File: src/rtl/frame_sched_pkg.sv
// Shared types and default sizes for the per-frame scheduler.
// Imported by frame_scheduler and sat_counter.
package frame_sched_pkg;

  typedef enum logic [1:0] {
    IDLE   = 2'd0,
    UPDATE = 2'd1,
    RENDER = 2'd2
  } state_t;

  localparam int FRAME_W_DEF    = 16;
  localparam int OVR_W_DEF      = 8;
  localparam int WDT_CYCLES_DEF = 50_000_000;

endpackage

File: src/rtl/sat_counter.sv
// Up-counter that sticks at all-ones; synchronous clear and reset.
// Used for the dropped-tick count.
module sat_counter
  import frame_sched_pkg::*;
#(
  parameter int W = OVR_W_DEF
) (
  input  logic         CLOCK_50,
  input  logic         reset,
  input  logic         clear,
  input  logic         inc,
  output logic [W-1:0] count
);

  always_ff @(posedge CLOCK_50) begin
    if (reset || clear) begin
      count <= '0;
    end else if (inc && (count != '1)) begin
      count <= count + W'(1);
    end
  end

endmodule

File: src/rtl/frame_scheduler.sv
// Turns rate-divider ticks into an update-then-render handshake per frame.
// Optional watchdog abort: define FRAME_SCHED_WATCHDOG_EN.
module frame_scheduler
  import frame_sched_pkg::*;
#(
  parameter int FRAME_W    = FRAME_W_DEF,
  parameter int OVR_W      = OVR_W_DEF,
  parameter int WDT_CYCLES = WDT_CYCLES_DEF
) (
  input  logic               CLOCK_50,
  input  logic               reset,
  input  logic               tick,
  input  logic               enable,
  output logic               update_req,
  input  logic               update_done,
  output logic               render_req,
  input  logic               render_done,
  output logic               busy,
  output logic [FRAME_W-1:0] frame_count,
  output logic [OVR_W-1:0]   overrun_count,
  output logic               timeout
);

  state_t state;
  logic   pending;
  logic   start;
  logic   upd_fin;
  logic   rnd_fin;
  logic   ovr_inc;
  logic   wdt_hit;

  assign start   = (state == IDLE) && enable
                && (tick || pending);
  assign upd_fin = (state == UPDATE) && update_done;
  assign rnd_fin = (state == RENDER) && render_done;
  // Only a second tick while one is already buffered is lost.
  assign ovr_inc = tick && (state != IDLE) && pending;

`ifdef FRAME_SCHED_WATCHDOG_EN
  localparam logic [31:0] WDT_LAST = 32'(WDT_CYCLES - 1);

  logic [31:0] wdt_cnt;

  assign wdt_hit = (state != IDLE) && !upd_fin
                && !rnd_fin && (wdt_cnt == WDT_LAST);

  always_ff @(posedge CLOCK_50) begin
    if (reset) begin
      wdt_cnt <= '0;
    end else if ((state == IDLE) || upd_fin
                 || rnd_fin || wdt_hit) begin
      wdt_cnt <= '0;
    end else begin
      wdt_cnt <= wdt_cnt + 32'd1;
    end
  end
`else
  assign wdt_hit = 1'b0;
`endif

  always_ff @(posedge CLOCK_50) begin
    if (reset) begin
      state       <= IDLE;
      pending     <= 1'b0;
      update_req  <= 1'b0;
      render_req  <= 1'b0;
      busy        <= 1'b0;
      frame_count <= '0;
      timeout     <= 1'b0;
    end else begin
      timeout <= 1'b0;
      if (tick && (state != IDLE) && !pending) begin
        pending <= 1'b1;
      end
      unique case (state)
        IDLE: begin
          if (start) begin
            state      <= UPDATE;
            pending    <= 1'b0;
            update_req <= 1'b1;
            busy       <= 1'b1;
          end
        end
        UPDATE: begin
          if (upd_fin) begin
            state      <= RENDER;
            update_req <= 1'b0;
            render_req <= 1'b1;
          end else if (wdt_hit) begin
            state      <= IDLE;
            update_req <= 1'b0;
            busy       <= 1'b0;
            timeout    <= 1'b1;
          end
        end
        RENDER: begin
          if (rnd_fin) begin
            state       <= IDLE;
            render_req  <= 1'b0;
            busy        <= 1'b0;
            frame_count <= frame_count + FRAME_W'(1);
          end else if (wdt_hit) begin
            state      <= IDLE;
            render_req <= 1'b0;
            busy       <= 1'b0;
            timeout    <= 1'b1;
          end
        end
        default: begin
          state      <= IDLE;
          update_req <= 1'b0;
          render_req <= 1'b0;
          busy       <= 1'b0;
        end
      endcase
    end
  end

  sat_counter #(
    .W(OVR_W)
  ) u_ovr (
    .CLOCK_50(CLOCK_50),
    .reset   (reset),
    .clear   (1'b0),
    .inc     (ovr_inc),
    .count   (overrun_count)
  );

endmodule

File: config.mk
export PLATFORM = sky130hd
export DESIGN_NAME = frame_scheduler
export DESIGN_NICKNAME = d
export VERILOG_FILES = /design/src/rtl/frame_sched_pkg.sv /design/src/rtl/sat_counter.sv /design/src/rtl/frame_scheduler.sv
export SDC_FILE = /design/constraint.sdc
export NUM_CORES = 1
export LEC_CHECK = 0
export CORE_ASPECT_RATIO = 1.4
export CORE_MARGIN = 8
export CORE_UTILIZATION = 52
export DETAILED_ROUTE_END_ITERATION = 8
export GPL_TIMING_DRIVEN = 0
export MAX_ROUTING_LAYER = met4
export PLACE_DENSITY = 0.85
export SKIP_LAST_GASP = 1
export SLEW_MARGIN = 10
export SYNTH_ARGS = -nofsm -noshare
export SYNTH_HDL_FRONTEND = slang
export SYNTH_HIERARCHICAL = 1
export SYNTH_SLANG_ARGS = --single-unit
File: constraint.sdc
create_clock -name CLOCK_50 -period 4 [get_ports CLOCK_50]
set_input_delay 0.8 -clock CLOCK_50 [delete_from_list [all_inputs] [get_ports CLOCK_50]]
set_output_delay 0.8 -clock CLOCK_50 [all_outputs]
set_load 0.03 [all_outputs]
# Word level (Yosys, flattened, before mapping)
# Index checks and enable logic that the tools add are counted.
dict set report classes {
  n_bitwise 3
  n_eq_ne 6
  n_div 0
  n_shift 0
  mux 14
  n_addsub 2
  n_reduce_logical 17
  order_cmp 0
  mul 0
}
# operator n
set ops {}
lappend ops {{$add A16 B1 Y16 const B} 1}
lappend ops {{$reduce_and A3 Y1} 4}
lappend ops {{$pmux W1 S3} 3}
lappend ops {{$add A8 B1 Y8 const B} 1}
lappend ops {{$logic_and A1 B1 Y1} 8}
lappend ops {{$ne A8 B8 Y1 const B} 1}
lappend ops {{$mux W1} 7}
lappend ops {{$mux W2} 3}
lappend ops {{$ne A2 B2 Y1 const B} 3}
lappend ops {{$pmux W2 S3} 1}
lappend ops {{$not A1 Y1} 3}
lappend ops {{$eq A2 B1 Y1 const B} 1}
lappend ops {{$eq A2 B2 Y1 const B} 1}
lappend ops {{$logic_not A2 Y1} 1}
lappend ops {{$reduce_and A2 Y1} 1}
lappend ops {{$reduce_bool A2 Y1} 1}
lappend ops {{$logic_not A1 Y1} 1}
lappend ops {{$logic_or A1 B1 Y1} 1}
dict set report totals {
  wordCells 49
  ramBits 0
  output_inout_bits 28
  mem_bits_ro 0
  inputBits 6
  reg_bits 30
  memories 0
  latch_bits 0
}

# Depth between registers and ports, before layout
dict set report logic_depth {
  depth_word 6
  ltp_mapped 5
  mapped_depth_nobuf 5
}

# Cells and area by module
# The synthesis kept the hierarchy.
# mod seq_area_each_um2 instances cells_per_inst area_per_inst_um2
set modules_own_cells {}
lappend modules_own_cells {frame_scheduler 440.4 1 119 1016.0}
lappend modules_own_cells {sat_counter 160.2 1 48 421.7}

# Worst setup path after synthesis
# OpenSTA, ideal clock, no wires.
dict set report synth_timing {
  kind {input to register}
  startpoint {in render_done}
  endpoint {reg frame_count[11]}
  stages 4
  setup_time_ns 0.071
  path_slack_ns 2.052
  required_time_ns 3.929
  t_arrival_ns 1.878
  n_path_buf 0
  cell_sequence {nand3b_4 > or4_4 > or3_1 > a21oi_1}
}
dict set report synth_between {
  elab_chain_cells 2
}
# element line_no
set synth_rtl {}
lappend synth_rtl {{start, declared} frame_scheduler.sv:17} ;# input logic render_done,
lappend synth_rtl {{$logic_and A1 B1 Y1} frame_scheduler.sv:35} ;# assign rnd_fin = (state == RENDER) && render_done;
lappend synth_rtl {{$reduce_and A2 Y1 (no line)} --}
lappend synth_rtl {{end signal, assigned} frame_scheduler.sv:101} ;# frame_count <= frame_count + FRAME_W'(1);
lappend synth_rtl {{end, declared} frame_scheduler.sv:19} ;# output logic [FRAME_W-1:0] frame_count,
# Every way passes these cells.
# A chain may end at the register's enable or synchronous reset.

# Final worst setup path
dict set report layout_timing {
  startpoint {reg u_ovr.count[7]}
  endpoint {out overrun_count[7]}
}
# element line_no
set layout_lines {}
lappend layout_lines {{start, declared} sat_counter.sv:12} ;# output logic [W-1:0] count
lappend layout_lines {{start signal, assigned} sat_counter.sv:19} ;# count <= count + W'(1);
lappend layout_lines {{end, declared} frame_scheduler.sv:20} ;# output logic [OVR_W-1:0] overrun_count,
# No word-level cell between the ends.

==> summary by stage <==
Place
The count of buffers added on input and output ports is 32. The post-DP HPWL is 2554 um. The placement-stage worst setup slack is 1377 ps.

After detailed placement, the design holds a cell count of 240. At the end of routability-driven placement, the weighted congestion stood at 0.8029.

Yosys
The area share of the leading cell type in the synthesized netlist is 41.78%. The flip-flop and latch count after synthesis is 30. The post-synthesis area per instance is 8.609 um^2.

The synthesized-area fraction occupied by ao, oa, aoi and oai cells is 12.10%. The simple-gate area share of the yosys netlist is 30.81%. In the post-synthesis netlist, the biggest area contributors are dfxtp_1 (42%), a21oi_1 (5.9%), nor2_1 (5.0%). Synthesis instantiated 40 different standard cells from the library. The sequential share of the synthesized area is 41.78%. The xor/xnor share of the synthesized area is 5.483%.

The number of warnings printed during yosys synthesis is 6. The area of the mapped netlist is 1438 um^2. The main combinational cell family by area after synthesis is simple AND/OR/NAND/NOR gates. Summed over all instances, the cell type with the most area after synthesis is dfxtp_1. The number of instances in the synthesized netlist is 167. The post-synthesis share of cell area spent on full adders, half adders and majority gates is 1.741%.

The number of synthesized flops with an enable pin is 0. The share of flip-flops with an asynchronous set or reset after synthesis is 0%. After synthesis, the share of cell area in mux cells is 4.265%. The leading register cell type out of synthesis is dfxtp_1.

Setup path
Of all nets on the critical path, the largest fanout is 8. By startpoint and endpoint, the worst setup path is classified as flop to output pin. On the worst path, the slowest cell contributes a delay of 720 ps.

The family with the most delay on the worst path is buffers and inverters. The total buffers and inverters traversed by the critical path is 1. The data arrival at the endpoint of the critical path is 1510 ps. Measured in cells, the most critical reg-to-reg path has a length of 5. Walking the worst path, the cells encountered are clkdlybuf4s50_1. In this run the critical register-to-register path is captured at frame_count[11]. The cell type of the slowest stage on the worst timing path is clkdlybuf4s50_1.

The category of the worst setup path capture point is an output pin. The setup check on the worst reg-to-reg path leaves a slack of 2200 ps. The kind of start point of the critical path is a flop. The data required time of the critical path is 3200 ps. The worst flop-to-flop path startpoint is state[1].

Clock tree
The CTS tree is done. The clock network latency to the later pin of the worst-skew pair is 330 ps. TritonCTS created 5 clock buffers. The root buffer cell chosen for the clock tree is clkbuf_4. The post-cts resize count is 0. Clock-pin slew was measured on the worst setup and hold paths at 90 ps. The clock passes through at most 2 buffers. After clock tree synthesis, the flow added hold-fix buffers numbering 0. The setup fix buffers added after clock tree synthesis is 0. The clock sink count is 30. The number of H-tree levels is 2.

Global route
The largest net degree at the start of global routing is 11. In the global route stage, overall resource usage came out at 15.56%. The first global-routing pass estimated 5658 um of wire. The number of antenna violations at the first check in global routing is 0. The via count of the first global-routing pass came to 1332.

For this run the aggregate overflow at the end of global routing stands at 0.

Final layout
The growth of design area from synthesis to finish is 29.85%. The filler cells instantiated in the layout total 233. The number of antenna diodes in the final layout is 0. The share of final-layout standard cells stronger than drive strength 1 is 7.583%.

The multi-input combinational cells in the finished layout cover a total of 804.5 um^2. Registers take 600.6 um^2. Leaving out filler cells and counting taps, the final layout contains 247.

At the end of the flow, the number of nets in the layout was 219.

Die
The floorplan step set the die width to 60.44 um. In this run the vertical extent of the chip is 78.22 um. For this design the top-level I/O count stands at 34.

The overall die area is 4727 um^2. Once the floorplan was initialized, standard cells occupied 54.40% of the core. The total area inside the core boundary comes to 2643 um^2. The site row count is 22.

Timing
The share of the clock period used by the worst path after layout is 57.79%. Setup violations remaining at the end of the flow were counted as 0. In the post-route analysis, the smallest setup slack over all paths is 1688 ps. After routing, the total negative slack on setup checks comes to 0 ps. Setup repair after global routing left no endpoint under its margin. The number of hold-slack violations in the final timing report was 0. The final critical-path required period is 2312 ps. The final-report max-slew violation count is 0.

Between clock sinks in the finished design, the worst skew comes to 5.364 ps. Static timing analysis puts the maximum clock frequency at 432.6 MHz.

Route
The final route contains 1343 vias. The number of vias per cell after detailed routing is 5.437. In the final routed layout, each cell accounts on average for 13.70 um.

The number of iterations in the first detailed-routing pass is 6. The detailed router finished its first iteration with 28 violations. The final wirelength is 3383 um. The residual DRC count is 0.

The antenna violation net count after detailed routing is 0.

Power
The leakage power total is 0.6804 nW. The total power is 0.5195 mW. Dividing total power by cell area gives a power density of 278.3 nW/um^2. The peak supply drop is 0.3038 mV.

Job
The number of maximum-capacitance constraint violations is 0.

Hold path
The path type of the worst min-delay path is flop to flop. The worst hold path terminates at update_req. The startpoint identified for the worst hold timing path is update_req. The number of cells on the worst hold path is 2.

Outcome
The flow ran to the end, and the final reports show no timing, DRC or antenna violations.
[worst max path at each step]
stage	from	to	slack, ps	depth (start not counted)
3_3_place_gp	render_done	frame_count[11]	1410	5
4_1_cts	u_ovr/count[7]	overrun_count[7]	1660	1
5_1_grt	u_ovr/count[7]	overrun_count[7]	1580	1
6_report	u_ovr/count[7]	overrun_count[7]	1690	1
2_1_floorplan	render_done	frame_count[11]	2050	4
3_5_place_dp	render_done	frame_count[13]	1380	5
[cell usage in the layout, fill, tap and decap left out, types with 5 or more instances in the layout]
master           count
o21ai_0              6
clkdlybuf4s50_1     32
clkbuf_4             5
nand3_1              7
nand4_1              6
nand2_1             12
dfxtp_1             30
or3_1                8
a21oi_1             17
mux2i_1              5
xnor2_1              7
conb_1               6
nor2_1              19
[synthesized netlist by cell type, types with 3 or more instances]
master / n
nand3_1: 7
nand4_1: 6
or3_1: 8
xnor2_1: 7
nor4_1: 4
o21ai_0: 6
and3_1: 3
nor3_1: 4
mux2i_1: 5
a21oi_1: 17
dfxtp_1: 30
nor2_1: 19
nand2_1: 12
inv_1: 4
[layer usage]
layer  part of all wire (%)  wire, um  vias to the layer above  track usage (%)
met5                      0         0                        -                -
met4                    1.6        54                        0            6.557
met3                    5.1       173                        6            5.383
met2                     50      1708                       33            26.61
met1                     43      1447                      623            15.35
li1                       -         -                      681                -
[report_power, final]
group / switching (mW) / leakage [nW] / internal, mW
clock network: 0.100 / 0.0254 / 0.0661
logic: 0.0265 / 0.413 / 0.0203
registers: 0.00334 / 0.242 / 0.303
[area by class of cell]
cell class              count  area share, %
plain buffers               6          1.944
flip-flops and latches     30          32.17
repair buffers             32          17.16
inverters                   4         0.8043
well taps                  36          2.413
multi-input cells         132          43.10
clock buffers               7          2.413
[sequential cells by signal, summed over array words and instances (netlist names)]
| signal | cells |
|---|---|
| busy | 1 |
| pending | 1 |
| render_req | 1 |
| frame_count | 16 |
| update_req | 1 |
| state | 2 |
| u_ovr/count | 8 |
[metrics by stage]
| stage | hold WS, ps | instance area [um^2] | util, % |
|---|---|---|---|
| floorplan | 476.0 | 1456 | - |
| global placement | 457.9 | 1822 | 68.94 |
| detailed placement | 480.1 | 1822 | 68.94 |
| CTS | 494.1 | 1867 | 70.64 |
| global route | 512.2 | 1867 | 70.64 |
| finish | 494.1 | 1867 | 70.64 |
[worst min-delay path, delay by kind of cell, from the launching register on]
| kind | cells | cell delay (ps) |
|---|---|---|
| and+or+nand+nor | 1 | 70 |
| AOI/OAI and AO/OA | 1 | 60 |
| DFF | 1 | 330 |
[logic make-up after synthesis]
family          after synthesis
other cells                   1
fa+ha+maj                     2
buf+inv                      10
xor+xnor                      9
compound gates               30
flops                        30
simple gates                 79
mux                           6
No activity file was read; power rests on OpenSTA's default activity.
